`config.mk`:
```
export PLATFORM = sky130hd
export DESIGN_NAME = mem_stage
export DESIGN_NICKNAME = d
export VERILOG_FILES = /design/src/rtl/mem_stage.sv
export SDC_FILE = /design/constraint.sdc
export NUM_CORES = 1
export LEC_CHECK = 0
export ABC_CLOCK_PERIOD_IN_PS = 3100
export CAP_MARGIN = 20
export CORE_MARGIN = 2
export CORE_UTILIZATION = 24
export DETAILED_ROUTE_END_ITERATION = 10
export GPL_ROUTABILITY_DRIVEN = 0
export HOLD_SLACK_MARGIN = 0.1
export PLACE_DENSITY = 0.59
export SLEW_MARGIN = 20
export SYNTH_ARGS = -nofsm -noshare
export SYNTH_HDL_FRONTEND = slang
export SYNTH_SLANG_ARGS = --single-unit
```
`constraint.sdc`:
```
create_clock -name clk -period 3.1 [get_ports clk]
set_input_delay 0.31 -clock clk [delete_from_list [all_inputs] [get_ports clk]]
set_output_delay 0.31 -clock clk [all_outputs]
set_load 0.02 [all_outputs]
```
`src/rtl/mem_stage.sv`:
```
// mem_stage: pipeline MEM stage with EX/MEM and MEM/WB registers, data-memory handshake and access timeout.
// Optional misaligned-access trap is enabled by defining MEM_STAGE_MISALIGN_TRAP_EN.
package mem_stage_pkg;
    typedef struct packed {
        logic RegWrite;
        logic MemtoReg;
        logic MemRead;
        logic MemWrite;
    } control_type;
endpackage

module mem_stage
    import mem_stage_pkg::*;
#(
    parameter int unsigned TIMEOUT_CYCLES = 255
) (
    input  logic        clk,
    input  logic        rst,
    input  logic        ex_valid,
    input  control_type control_in,
    input  logic [31:0] alu_data,
    input  logic [31:0] memory_data,
    input  logic [31:0] pc_in,
    input  logic [4:0]  rd_in,
    input  logic [2:0]  funct3_in,
    output logic        stall_out,
    output logic [4:0]  ex_mem_rd,
    output logic        ex_mem_RegWrite,
    output logic [31:0] forward_ex_mem,
    output logic        dmem_req,
    output logic        dmem_we,
    output logic [31:0] dmem_addr,
    output logic [31:0] dmem_wdata,
    output logic [3:0]  dmem_be,
    input  logic        dmem_gnt,
    input  logic [31:0] dmem_rdata,
    output logic        wb_valid,
    output control_type control_out,
    output logic [31:0] alu_data_out,
    output logic [31:0] mem_data_out,
    output logic [31:0] pc_out,
    output logic [4:0]  rd_out,
    output logic        err_out
);

`ifdef MEM_STAGE_MISALIGN_TRAP_EN
    localparam bit TRAP_EN = 1'b1;
`else
    localparam bit TRAP_EN = 1'b0;
`endif
    localparam logic [7:0] CNT_LAST = 8'(TIMEOUT_CYCLES - 1);

    typedef enum logic {IDLE, BUSY} state_t;

    function automatic logic misaligned(input logic [1:0] size, input logic [1:0] addr);
        return (size[1] && addr != 2'b00) || (size == 2'b01 && addr[0]);
    endfunction

    state_t      state_q, state_d;
    logic [7:0]  cnt_q, cnt_d;
    logic        ex_valid_q, ex_valid_d;
    control_type ex_ctrl_q, ex_ctrl_d;
    logic [31:0] ex_alu_q, ex_alu_d;
    logic [31:0] ex_wd_q, ex_wd_d;
    logic [31:0] ex_pc_q, ex_pc_d;
    logic [4:0]  ex_rd_q, ex_rd_d;
    logic [2:0]  ex_f3_q, ex_f3_d;
    logic        wb_valid_q, wb_valid_d;
    control_type wb_ctrl_q, wb_ctrl_d;
    logic [31:0] wb_alu_q, wb_alu_d;
    logic [31:0] wb_mem_q, wb_mem_d;
    logic [31:0] wb_pc_q, wb_pc_d;
    logic [4:0]  wb_rd_q, wb_rd_d;
    logic        wb_err_q, wb_err_d;

    logic        busy, timeout, stall;
    control_type in_ctrl, done_ctrl;
    logic        in_mem, in_trap, cur_mem, cur_trap, done_err;
    logic [7:0]  ld_byte;
    logic [15:0] ld_half;
    logic [31:0] load_data, wdata_rep;
    logic [3:0]  be;

    always_comb begin
        busy      = state_q == BUSY;
        timeout   = busy && !dmem_gnt && cnt_q == CNT_LAST;
        stall     = busy && !dmem_gnt && !timeout;
        // Bubbles must never write the register file or touch memory.
        in_ctrl          = control_in;
        in_ctrl.RegWrite = control_in.RegWrite & ex_valid;
        in_ctrl.MemRead  = control_in.MemRead & ex_valid;
        in_ctrl.MemWrite = control_in.MemWrite & ex_valid;
        in_mem    = in_ctrl.MemRead | in_ctrl.MemWrite;
        in_trap   = TRAP_EN && in_mem && misaligned(funct3_in[1:0], alu_data[1:0]);
        cur_mem   = ex_ctrl_q.MemRead | ex_ctrl_q.MemWrite;
        cur_trap  = TRAP_EN && cur_mem && misaligned(ex_f3_q[1:0], ex_alu_q[1:0]);
        done_err  = timeout || cur_trap;
        ex_valid_d = stall ? ex_valid_q : ex_valid;
        ex_ctrl_d  = stall ? ex_ctrl_q : in_ctrl;
        ex_alu_d   = stall ? ex_alu_q : alu_data;
        ex_wd_d    = stall ? ex_wd_q : memory_data;
        ex_pc_d    = stall ? ex_pc_q : pc_in;
        ex_rd_d    = stall ? ex_rd_q : rd_in;
        ex_f3_d    = stall ? ex_f3_q : funct3_in;
        state_d    = stall ? state_q : (in_mem && !in_trap) ? BUSY : IDLE;
        cnt_d      = stall ? cnt_q + 8'd1 : 8'd0;
        ld_byte    = dmem_rdata[{ex_alu_q[1:0], 3'b000} +: 8];
        ld_half    = ex_alu_q[1] ? dmem_rdata[31:16] : dmem_rdata[15:0];
        load_data  = (ex_f3_q == 3'b000) ? {{24{ld_byte[7]}}, ld_byte} :
                     (ex_f3_q == 3'b001) ? {{16{ld_half[15]}}, ld_half} :
                     (ex_f3_q == 3'b100) ? {24'd0, ld_byte} :
                     (ex_f3_q == 3'b101) ? {16'd0, ld_half} : dmem_rdata;
        be         = ex_f3_q[1] ? 4'hF :
                     ex_f3_q[0] ? (ex_alu_q[1] ? 4'b1100 : 4'b0011) : 4'b0001 << ex_alu_q[1:0];
        wdata_rep  = ex_f3_q[1] ? ex_wd_q :
                     ex_f3_q[0] ? {2{ex_wd_q[15:0]}} : {4{ex_wd_q[7:0]}};
        done_ctrl          = ex_ctrl_q;
        done_ctrl.RegWrite = ex_ctrl_q.RegWrite & ~done_err;
        // MEM/WB advances on every non-stalled edge; wb_valid only pulses for real instructions.
        wb_valid_d = !stall && ex_valid_q;
        wb_ctrl_d  = stall ? wb_ctrl_q : done_ctrl;
        wb_alu_d   = stall ? wb_alu_q : ex_alu_q;
        wb_mem_d   = stall ? wb_mem_q : (busy && dmem_gnt && ex_ctrl_q.MemRead) ? load_data : 32'd0;
        wb_pc_d    = stall ? wb_pc_q : ex_pc_q;
        wb_rd_d    = stall ? wb_rd_q : ex_rd_q;
        wb_err_d   = stall ? wb_err_q : done_err;
    end

    always_ff @(posedge clk or negedge rst) begin
        if (!rst) begin
            state_q    <= IDLE;
            cnt_q      <= '0;
            ex_valid_q <= 1'b0;
            ex_ctrl_q  <= '0;
            ex_alu_q   <= '0;
            ex_wd_q    <= '0;
            ex_pc_q    <= '0;
            ex_rd_q    <= '0;
            ex_f3_q    <= '0;
            wb_valid_q <= 1'b0;
            wb_ctrl_q  <= '0;
            wb_alu_q   <= '0;
            wb_mem_q   <= '0;
            wb_pc_q    <= '0;
            wb_rd_q    <= '0;
            wb_err_q   <= 1'b0;
        end else begin
            state_q    <= state_d;
            cnt_q      <= cnt_d;
            ex_valid_q <= ex_valid_d;
            ex_ctrl_q  <= ex_ctrl_d;
            ex_alu_q   <= ex_alu_d;
            ex_wd_q    <= ex_wd_d;
            ex_pc_q    <= ex_pc_d;
            ex_rd_q    <= ex_rd_d;
            ex_f3_q    <= ex_f3_d;
            wb_valid_q <= wb_valid_d;
            wb_ctrl_q  <= wb_ctrl_d;
            wb_alu_q   <= wb_alu_d;
            wb_mem_q   <= wb_mem_d;
            wb_pc_q    <= wb_pc_d;
            wb_rd_q    <= wb_rd_d;
            wb_err_q   <= wb_err_d;
        end
    end

    assign stall_out       = stall;
    assign ex_mem_rd       = ex_rd_q;
    assign ex_mem_RegWrite = ex_ctrl_q.RegWrite;
    assign forward_ex_mem  = ex_alu_q;
    assign dmem_req        = busy;
    assign dmem_we         = busy & ex_ctrl_q.MemWrite;
    assign dmem_addr       = {ex_alu_q[31:2], 2'b00};
    assign dmem_wdata      = wdata_rep;
    assign dmem_be         = busy ? be : 4'h0;
    assign wb_valid        = wb_valid_q;
    assign control_out     = wb_ctrl_q;
    assign alu_data_out    = wb_alu_q;
    assign mem_data_out    = wb_mem_q;
    assign pc_out          = wb_pc_q;
    assign rd_out          = wb_rd_q;
    assign err_out         = wb_err_q;

endmodule

```
==> run metrics, run 1 <==
status=completed; initial antenna violation count=1; CP max stage cell=clkdlybuf4s50_1; Pins Over Slew Limit=0; slew margin rel.=0.264; crit-path cells=nand2b_1 > o311a_1 > clkdlybuf4s50_1; htree depth=1; starting density of the core=0.244; count of input and output buffers=~360; crit path launch type=flip-flop; Leak=6.74 nW; share of layout cells above drive strength 1=0.0529; top cell type's share of synthesized area=0.578; Num CTS Buffers=27; final non-filler cell total=1942; Post-synth EDFFs=0; Vias=approximately 8300; FMAX=363 MHz; Pwr Density=588 nW/µm²; Crit Path Max Fanout=16; global-route wire length before repair=between 40 and 50 mm; Worst Skew=between 0.015 and 0.02 ns; YS warnings=0; Core ar.=39900 µm²; setup TNS=0 ns; total congestion overflow=0; final hold slack=0.290 ns; worst vdd ir=roughly 360 µV; post-synthesis instance area=9730 µm²; Die Span X=~210 µm; Die Y=205 µm; register bit total from synthesis=225; Worst-Skew Late Latency=between 0.5 and 0.6 ns; CTS tree=done; final count of negative-setup-slack endpoints=0; Syn Inst Count=1094; # resized after CTS=0; hold_buf cts=1; Worst Hold Class=in2reg; area of the die=42200 µm²; clk slew on worst S/H paths=~0.060 ns; vias in the first global route=about 8300; Tmin final=around 2.8 ns; Main synth FF type=dfrtp_1; Least-Margin Pin Slew=1.10 ns; postcts setup bufs=0; final WL=29.6 mm; Distinct cells, synth=46; CTS Sinks=225; Final Hold Vio Count=0; CP bufs+invs=1; cell accounting for the most synthesized area=dfrtp_1; GR Util All Layers=0.135; Area Growth Syn to Fin=48.1%; asr flop ratio synth=1.00; ANT nets after route=0; Max stage delay on crit path=0.61 ns; first drt pass iteration count=4; delay-heaviest family, CP=buffers and inverters; CTS Root Cell=clkbuf_16; # diodes=0; DRC viols=0; ratio of final minimum period to clock period=0.888; Layout Nets=between 1500 and 2000; Power Total=~8.5 mW; largest net degree at the start of global routing=193; WP data required=2.79 ns; 1st-iter DRT viols=~270; WP data arrival=between 2 and 2.5 ns; flop-to-flop setup slack=0.95 ns; # rows=73; clk buf depth=3; syn_area_per_cell=about 8.9 µm²; vias per inst=4.28; number of top-level pins=360; Synth area leaders=dfrtp_1 (58%), nand2_1 (22%), buf_4 (3.1%); post-synthesis sequential area ratio=0.578; Worst Setup End Kind=primary output; critical path type=reg2out; MaxCap Viol Count=0; wire per inst=15.2 µm; DP HPWL=20.6 mm; RSZ-0062 raised after global routing=no; dpl cells=between 1500 and 2000
==> logic make-up after synthesis <==
group / share of synthesized area
AO/OA/AOI/OAI: 0.0652
XOR/XNOR: 0.00540
adder cells (fa/ha/maj): 0.00257
buffers and inverters: 0.0649
flip-flops: 0.578
multiplexers: 0.0311
other: 0.000385
AND/OR/NAND/NOR: 0.252
==> layout by cell type, fill, tap and decap left out, drive strengths merged, types with 2 or more instances in the layout <==
| cell type | n |
|---|---|
| o221ai | 8 |
| clkinv | 4 |
| dfrtp | 225 |
| a2bb2oi | 2 |
| o22ai | 3 |
| conb | 2 |
| xor2 | 5 |
| and3 | 2 |
| nor2b | 4 |
| inv | 11 |
| mux2i | 10 |
| nand2 | 570 |
| nor2 | 26 |
| nor3b | 2 |
| and2 | 9 |
| clkdlybuf4s50 | 356 |
| nand3 | 7 |
| mux2 | 16 |
| ha | 2 |
| a211oi | 7 |
| a21boi | 2 |
| a22o | 8 |
| clkbuf | 41 |
| a21oi | 9 |
| nor3 | 2 |
| nand2b | 6 |
| o21ai | 25 |
| buf | 18 |
| o32ai | 5 |
| o211ai | 15 |
==> registers in the layout (all words and copies together), names as in the netlist <==
signal and flops:
ex_mem_rd 5, pc_out 32, rd_out 5, ex_mem_RegWrite 1
ex_pc_q 32, done_ctrl 3, dmem_req 1, alu_data_out 32
ex_f3_q 3, err_out 1, mem_data_out 32, control_out 4
cnt_q 8, forward_ex_mem 32, ex_wd_q 32, ex_valid_q 1
wb_valid 1
==> power breakdown <==
| group | internal, mW | switching, mW |
|---|---|---|
| logic | 0.938 | 1.08 |
| clock network | 1.78 | 1.22 |
| registers | 3.24 | 0.225 |
==> stage by stage <==
step | cell area [µm²] | setup slack [ns] | utilization
2_1_floorplan | 9740 | 1.26 | -
3_3_place_gp | 13600 | 0.853 | 0.340
3_5_place_dp | 13600 | 0.821 | 0.340
4_1_cts | 14400 | 0.297 | 0.361
5_1_grt | 14400 | 0.179 | 0.361
6_report | 14400 | 0.347 | 0.361
==> path summary, 6_finish.rpt <==
kind,startpoint,to,depth (start not counted)
worst max-delay path,forward_ex_mem[1]$_DFFE_PN0N_,dmem_be[1],3
max in group asynchronous,rst,forward_ex_mem[0]$_DFFE_PN0N_,3
worst min register to register,alu_data_out[11]$_DFFE_PN0N_,alu_data_out[11]$_DFFE_PN0N_,2
min in group asynchronous,rst,ex_wd_q[21]$_DFFE_PN0N_,2
worst max register to register,cnt_q[2]$_DFF_PN0_,ex_wd_q[8]$_DFFE_PN0N_,5
worst min-delay path,pc_in[8],ex_pc_q[8]$_DFFE_PN0N_,3
==> final cells by class <==
| cell class | count | area [µm²] |
|---|---|---|
| tap | 525 | 657 |
| fill | 4090 | 25500 |
| inverter | 10 | 42.5 |
| multi-input combinational | 759 | 3490 |
| timing repair buffer | 375 | 3770 |
| clock inverter | 7 | 66.3 |
| sequential | 225 | 5630 |
| clock buffer | 41 | 768 |
==> synth_stat cells (2+ instances only) <==
cell type and number:
nand2_1 570, dfrtp_1 225, buf_2 46, buf_4 40
nor2_1 26, o21ai_0 24, mux2_2 16, o211ai_1 15
clkbuf_1 12, mux2i_1 10, a21oi_1 9, and2_1 9
inv_1 9, a22o_1 8, o221ai_1 8, a211oi_1 7
nand3_1 7, nand2b_1 6, o32ai_1 5, xor2_1 5
nor2b_1 4, o22ai_1 3, a2bb2oi_1 2, and3_1 2
buf_1 2, ha_1 2, nor3_1 2, nor3b_1 2
==> tightest hold or removal path, delay by kind of cell <==
family | cells | cell delay [ns]
buffers and inverters | 1 | 0.39
AND/OR/NAND/NOR | 2 | 0.09
==> metal layers <==
layer  vias to the layer above  global-route usage  share of wire
li1                       4037                   -              -
met1                      3957               0.174           0.43
met2                       269               0.225           0.47
met3                        46              0.0350          0.079
met4                         2              0.0373          0.020
met5                         -                   0        0.00044
Power figures use the tool's default switching activity.
==> run 2, diff against run 1 <==
--- a/config.mk
+++ b/config.mk
@@ -8,11 +8,11 @@
 export ABC_CLOCK_PERIOD_IN_PS = 3100
 export CAP_MARGIN = 20
 export CORE_MARGIN = 2
-export CORE_UTILIZATION = 24
+export CORE_UTILIZATION = 38
 export DETAILED_ROUTE_END_ITERATION = 10
 export GPL_ROUTABILITY_DRIVEN = 0
 export HOLD_SLACK_MARGIN = 0.1
-export PLACE_DENSITY = 0.59
+export PLACE_DENSITY = 0.8
 export SLEW_MARGIN = 20
 export SYNTH_ARGS = -nofsm -noshare
 export SYNTH_HDL_FRONTEND = slang
==> run metrics, run 2 (synthesis results as in run 1) <==
global-route wire length before repair=43.4 mm (-5.9%); commonest cells after routing, fill and taps aside=nand2_1 (570), clkdlybuf4s50_1 (356), dfrtp_1 (225); Vias=8348 (+0.45%); post-route cell area=14100 µm² (-2.2%); starting density of the core=0.387 (+0.143); number of top-level pins=360 (unchanged); CTS tree=done; Power Total=8.35 mW (-1.5%); Worst-Skew Late Latency=0.51 ns (-0.04 ns); Max stage delay on crit path=0.64 ns (+0.03 ns); # rows=58 (-21%); fill count=2199 (-46%); worst vdd ir=422 µV (+18%); largest net degree at the start of global routing=214 (+11%); wire per inst=16.0 µm (+5.2%); DRC viols=0 (unchanged); ratio of final minimum period to clock period=0.903 (+0.0152); Layout Nets=1538 (-0.39%); area of the die=26900 µm² (-36%); share of layout cells above drive strength 1=0.0471 (-0.00585); Die Y=164 µm (-20%); Num CTS Buffers=25 (-7.4%); post-route setup slack=0.299 ns (-0.0472 ns); Tmin final=2.80 ns (+0.0472 ns); GR Util All Layers=0.201 (+0.0652); initial antenna violation count=1 (unchanged); count of input and output buffers=357 (unchanged); clk buf depth=3 (unchanged); # resized after CTS=0 (unchanged); Die Span X=164 µm (-20%); Crit Path Max Fanout=8 (-8); RSZ-0062 raised after global routing=no; ANT nets after route=0 (unchanged); critical path type=reg2out; Leak=6.69 nW (-0.62%); clk slew on worst S/H paths=0.06 ns (about the same); FMAX=357 MHz (-1.7%); Core ar.=25200 µm² (-37%); crit-path cells=nand2b_1 > a21oi_1 > nor2b_1 > clkdlybuf4s50_1; Worst Setup End Kind=primary output; vias per inst=4.82 (+13%); slew margin rel.=0.158 (-0.106); final WL=27.8 mm (-6.2%); final count of negative-setup-slack endpoints=0 (unchanged); Least-Margin Pin Slew=1.26 ns (+0.160 ns); WP data required=2.79 ns (about the same); htree depth=1 (unchanged); 1st-iter DRT viols=660 (+150%); setup TNS=0 ns (unchanged); first drt pass iteration count=5 (+1); DP HPWL=18.8 mm (-8.8%); total congestion overflow=0 (unchanged); CP max stage cell=a21oi_1; commonest non-fill, non-tap cell in the layout=nand2_1; CTS Sinks=225 (unchanged); WP data arrival=2.49 ns (+0.05 ns); status=completed; pre-CTS WS=0.736 ns (-0.0858 ns); Worst Hold Class=in2reg; CTS Root Cell=clkbuf_16; Worst Skew=0.0102 ns (-0.00721 ns); Final Hold Vio Count=0 (unchanged); Pwr Density=592 nW/µm² (+0.67%); crit path launch type=flip-flop; Pins Over Slew Limit=0 (unchanged); vias in the first global route=8346 (+0.13%); placed cell area=13300 µm² (-1.9%); Area Growth Syn to Fin=44.9%; MaxCap Viol Count=0 (unchanged)
## run 2: changes by cell type in the layout (fill, tap and decap cells not counted)
cell / before / now
buf_12: 4 / 5
buf_4: 13 / 8
bufinv_16: 1 / 2
inv_6: 2 / 1
clkbuf_8: 4 / 5
clkinv_4: 0 / 1
clkbuf_16: 27 / 25
diode_2: 0 / 1
clkbuf_1: 10 / 4
clkinv_2: 4 / 0
clkinvlp_4: 1 / 0
## run 2: final timing paths
check                                             end  cells past startpoint                   start  slack, ns
setup / recovery                           dmem_be[0]                      4  ex_f3_q[0]$_DFFE_PN0N_       0.30
hold / removal                 ex_pc_q[9]$_DFFE_PN0N_                      3                pc_in[9]       0.33
setup reg to reg           control_out[1]$_DFFE_PN0N_                      6    dmem_req$_DFFE_PN0N_       0.75
hold reg to reg                ex_valid_q$_DFFE_PN0N_                      2  ex_valid_q$_DFFE_PN0N_       0.46
max in group asynchronous          cnt_q[4]$_DFF_PN0_                      3                     rst       1.88
min in group asynchronous      ex_wd_q[8]$_DFFE_PN0N_                      2                     rst       0.41
## run 2: critical path, delay by kind of cell, from the launching register on
family,cells,cell delay (ns)
AOI/OAI and AO/OA,1,0.64
buffers and inverters,1,0.56
DFF,1,0.39
and+or+nand+nor,2,0.39
## run 2: routing by layer
metal	track usage	wire (µm)	up-vias
li1	-	-	4013
met1	0.259	11400	3963
met2	0.335	13300	316
met3	0.0462	2250	56
met4	0.0654	842	0
met5	0	0	-
## run 2: report_power, final
part           internal, mW  leakage, nW  total (mW)  switching [mW]
logic                 0.939         3.53        2.02            1.08
registers              3.24         2.79        3.46           0.222
clock network          1.74        0.381        2.86            1.13
total                  5.92         6.69        8.35            2.43
## run 2: final cells by class
type,count,area (µm²),area share
Antenna cell,1,2.50,0.000177
Clock buffer,34,709,0.0503
Clock inverter,3,68.8,0.00488
Inverter,10,42.5,0.00302
Multi-Input combinational cell,759,3490,0.247
Sequential cell,225,5630,0.399
Tap cell,330,413,0.0293
Timing Repair Buffer,371,3750,0.266
## run 2: timing repair
item / CTS / global route
hold buffers: 1 / 0
buffers inserted: 0 / 0
hold endpoints to repair: 81 / 0
## run 2: through the flow
step / instances / utilization / hold slack (ns)
4_1_cts: 1732 / 0.560 / 0.305
3_5_place_dp: 1694 / 0.529 / 0.369
5_1_grt: 1732 / 0.560 / 0.316
6_report: 1733 / 0.560 / 0.329
2_1_floorplan: 1095 / - / 0.0144
3_3_place_gp: 1694 / 0.529 / 0.366
==> RTL edit 1, RTL diff (settings of run 2) <==
Build with the macro `MEM_STAGE_MISALIGN_TRAP_EN` defined.
--- a/src/rtl/mem_stage.sv
+++ b/src/rtl/mem_stage.sv
@@ -2,2 +2,4 @@
 // Optional misaligned-access trap is enabled by defining MEM_STAGE_MISALIGN_TRAP_EN.
+`define MEM_STAGE_MISALIGN_TRAP_EN
+
 package mem_stage_pkg;
Formal check against the unedited RTL: not equivalent (a bounded check fails within 4 cycles, from zero or initial values and one cycle with rst low).
==> RTL edit 1 against run 2 <==
  * Setup slack lost 0.0078 ns
  * Synthesized area increased by 0.35%
  * Highest routed layer unchanged
  * Sequential share of layout area fell by 0.35 points
  * Worst hold slack got worse by 0.025 ns
  * Die area increased by 0.34%
  * Count of clock-buffer cells in the layout up 4
  * Sequential cell count unchanged
  * Clock power increased by 5%
  * Non-clock buffer count up 1
  * Register-to-register slack better by 0.07 ns
  * Final area rose by 0.89%
  * Total power rose by 0.84%
  * Routed wire length increased by 0.40%
==> RTL edit 1: results <==
grt:
  grt_start_max_net_pins: 194
  use_met1: 0.259
  grtUsageMet3: 0.0699
  gr-usage-met2: 0.328
  grt_pass1_wl_um: 44300
  antenna_found_initial: 0
  track_usage: 0.204
  grt_pass1_vias: 8413
clock_network:
  htree_levels: 1
  numCtsBuffers: 25
  path_clk_slew_ns: 0.06
  clkLatencyLatePin_ns: 0.53
  clock_tree.buffer_depth: 3
  postCtsSetupRepairBufs: 0
  cts-root-buf: "clkbuf_16"
yosys:
  ys_warn_count: 0
  post_synth_num_cell_types: 48
  synth.avg_cell_area_um2: 8.87
  synthXorXnorAreaFrac: 0.00538
  synth_top_flop_cell: "dfrtp_1"
  synth-seq-area-share: 0.576
  async_flop_share: 1.00
  synth_compound_area_frac: 0.0705
  synth_fa_ha_area_frac: 0.00256
  synth_area_leaders: "dfrtp_1 (58%), nand2_1 (22%), buf_4 (3.1%)"
  synth_common_cells: "nand2_1 (568), dfrtp_1 (225), buf_4 (40)"
  synth_mux_area_frac: 0.0309
drt:
  drtIter0Drc: 631
  wl_met1_um: 11100
  wl_um: 27900
  met3_length_um: 2730
  dr.pass1.iters: 5
  vias: 8469
  met2_length_um: 13300
  highest_layer: "met4"
  wl_per_cell_um: 16.0
sta:
  finalClockSkew_ns: 0.00793
  worstMarginPinSlew_ns: 0.833
final_layout:
  diodes: 0
  drive_above_1_share: 0.0579
  final_util: 0.565
  fin_nets: 1545
placement:
  dp.final_hpwl_um: 19300
  io_buffers: 357
  place_ws_ns: 0.651
  placedCellCount: 1701
pwr:
  power_leakage_nw: 6.78
  vdd_drop_max_mv: 0.406
hold_path:
  min_path_type: "primary input to flop"
status:
  status: "completed"
setup_path:
  crit_fanout: 14
  crit_arrival_ns: 2.50
## RTL edit 1: power breakdown
part	switching (mW)	internal (mW)
registers	0.226	3.23
logic	1.05	0.915
clock network	1.20	1.80
## RTL edit 1: repair_timing
action                    4_1_cts  5_1_grt
hold buffers                    1        0
gates resized for setup         0        0
hold endpoints to repair       88        0
## RTL edit 1: through the flow
stage | hold WS [ns] | area (µm²)
floorplan | 0.0144 | 9770
global placement | 0.384 | 13400
detailed placement | 0.397 | 13400
CTS | 0.278 | 14200
global route | 0.287 | 14200
finish | 0.304 | 14200
## RTL edit 1: cell type report
class                      count  area, µm²
timing repair buffer         372       3740
tap                          330        413
sequential                   225       5630
clock inverter                 7        100
inverter                      10       42.5
fill                        2166      11000
multi-input combinational    765       3560
clock buffer                  38        734
## RTL edit 1: cells by family (layout without fill, tap and decap cells)
group | after synthesis | count (layout)
buffers and inverters | 112 | 427
muxes | 28 | 28
DFF | 225 | 225
AOI/OAI and AO/OA | 91 | 91
other | 1 | 2
adders and majority gates | 2 | 2
xor gates and xnor gates | 6 | 6
and+or+nand+nor | 636 | 636
## RTL edit 1: worst max-delay path: stages (launching register included)
cell and delay [ns]:
dfrtp_1 0.69, nor2b_1 0.44, o21ai_0 0.14, and2_1 0.17, clkdlybuf4s50_1 0.53
## RTL edit 1: path summary, 6_finish.rpt
kind / from / endpoint / slack (ns) / cells after the start
max: forward_ex_mem[0] / dmem_be[2] / 0.29 / 4
min: memory_data[8] / ex_wd_q[8] / 0.30 / 3
max reg2reg: forward_ex_mem[1] / mem_data_out[18] / 0.82 / 4
min reg2reg: ex_valid_q / ex_valid_q / 0.46 / 2
max in group asynchronous: rst / forward_ex_mem[12] / 1.81 / 3
min in group asynchronous: rst / control_out[0] / 0.38 / 2
==> RTL edit 2, RTL diff (settings of run 2) <==
Without the edit above. Make the reset (`rst`) synchronous in one clocked block.
--- a/src/rtl/mem_stage.sv
+++ b/src/rtl/mem_stage.sv
@@ -128,3 +128,3 @@
 
-    always_ff @(posedge clk or negedge rst) begin
+    always_ff @(posedge clk) begin
         if (!rst) begin
Behaviour: differs if rst is asserted again (counterexample within 4 cycles, from zero or initial values and one cycle with rst low); with rst held inactive, the same outputs for 4 cycles.
==> RTL edit 2 against run 2 <==
  * Synthesized area fell by 14%
  * Die area decreased by 14%
  * First-iteration DRC count decreased by 47%
  * Clock skew is 0.0035 ns lower
  * Routed wire length fell by 13%
  * Total power down 12%
  * Final area is 11% lower
  * Maximum frequency grew 0.54%
  * Global-route usage shrank 0.46 points
  * Sequential power shrank 9.0%
  * Sequential cell count unchanged
  * Setup slack improved by 0.015 ns
==> RTL edit 2: results <==
status:
  status: "completed"
clock_network:
  clock_tree.buffer_depth: 3
  htree_levels: 1
  cts-root-buf: "clkbuf_16"
  numCtsBuffers: 24
  path_clk_slew_ns: 0.06
  clkLatencyLatePin_ns: 0.51
  cts_resized: 0
  postCtsSetupRepairBufs: 0
final_layout:
  fillers: 1794
  diodes: 0
  instances_no_fill: 1345
  fin_nets: 1193
  drive_above_1_share: 0.0732
  final_util: 0.581
grt:
  antenna_found_initial: 0
  track_usage: 0.196
  gr-usage-met2: 0.327
  grt_start_max_net_pins: 114
  grtUsageMet3: 0.0647
  grt_pass1_vias: 7061
  grt_pass1_wl_um: 38000
  use_met1: 0.244
pwr:
  swShare: 0.241
  power_leakage_nw: 4.77
  vdd_drop_max_mv: 0.541
yosys:
  synth.avg_cell_area_um2: 11.0
  post_synth_num_cell_types: 47
  async_flop_share: 0
  synth-seq-area-share: 0.541
  ys_warn_count: 0
  synth_common_cells: "dfxtp_1 (225), a22o_1 (185), buf_4 (42)"
  synth_area_leaders: "dfxtp_1 (54%), a22o_1 (19%), buf_4 (3.8%)"
placement:
  io_buffers: 357
  place_ws_ns: 0.768
  placed_cell_area_um2: 11700
  dp.final_hpwl_um: 16400
hold_path:
  min_path_type: "primary input to flop"
sta:
  worstMarginPinSlew_ns: 1.10
  finalClockSkew_ns: 0.00670
  hold_slack_ns: 0.397
  fin_crit_sh: 0.899
job:
  maxCapViolCount: 0
drt:
  wl_per_cell_um: 17.9
  drcViolationCount: 0
  dr.pass1.iters: 4
  routed_via_density: 5.26
  drtIter0Drc: 347
setup_path:
  crit_arrival_ns: 2.48
  crit_fanout: 12
-- RTL edit 2: metal layers --
metal | vias to the layer above | wire length, µm | share of wire
met5 | - | 0 | 0
met4 | 0 | 527 | 0.022
met3 | 42 | 2250 | 0.094
met2 | 325 | 11200 | 0.46
met1 | 3364 | 10100 | 0.42
li1 | 3348 | - | -
-- RTL edit 2: cell type report --
cell class,count,share of cell area
flip-flops and latches,225,0.358
clock buffers,33,0.0568
clock inverters,11,0.0130
well taps,280,0.0278
inverters,10,0.00298
multi-input cells,417,0.247
repair buffers,369,0.295
-- RTL edit 2: critical path: stages (launching register included) --
cell and delay (ns):
dfxtp_1 0.36, inv_1 0.08, ha_1 0.22, nand3_1 0.13
o21ai_1 0.55, inv_1 0.08, clkdlybuf4s50_1 0.56
-- RTL edit 2: worst paths after layout --
| check | from | endpoint | cells past startpoint |
|---|---|---|---|
| setup / recovery | cnt_q[0] | stall_out | 6 |
| setup reg to reg | cnt_q[0] | ex_pc_q[28] | 7 |
| hold reg to reg | mem_data_out[6] | mem_data_out[6] | 2 |
| hold / removal | pc_in[11] | ex_pc_q[11] | 2 |
-- RTL edit 2: power by group through the flow --
stage | registers, mW | clock network [mW] | logic [mW]
finish | 3.15 | 3.11 | 1.06
global route | 3.17 | 3.30 | 1.12
CTS | 3.15 | 3.17 | 1.07
detailed placement | 3.21 | 0 | 1.06
global placement | 3.21 | 0 | 1.05
floorplan | 3.28 | 0 | 0.470
-- RTL edit 2: cell families after synthesis --
kind of cell,share of synthesized area
other,0.000450
adder cells (fa/ha/maj),0.00300
XOR/XNOR,0.00631
AND/OR/NAND/NOR,0.0650
AO/OA/AOI/OAI,0.261
buffers and inverters,0.0883
flip-flops,0.541
multiplexers,0.0351
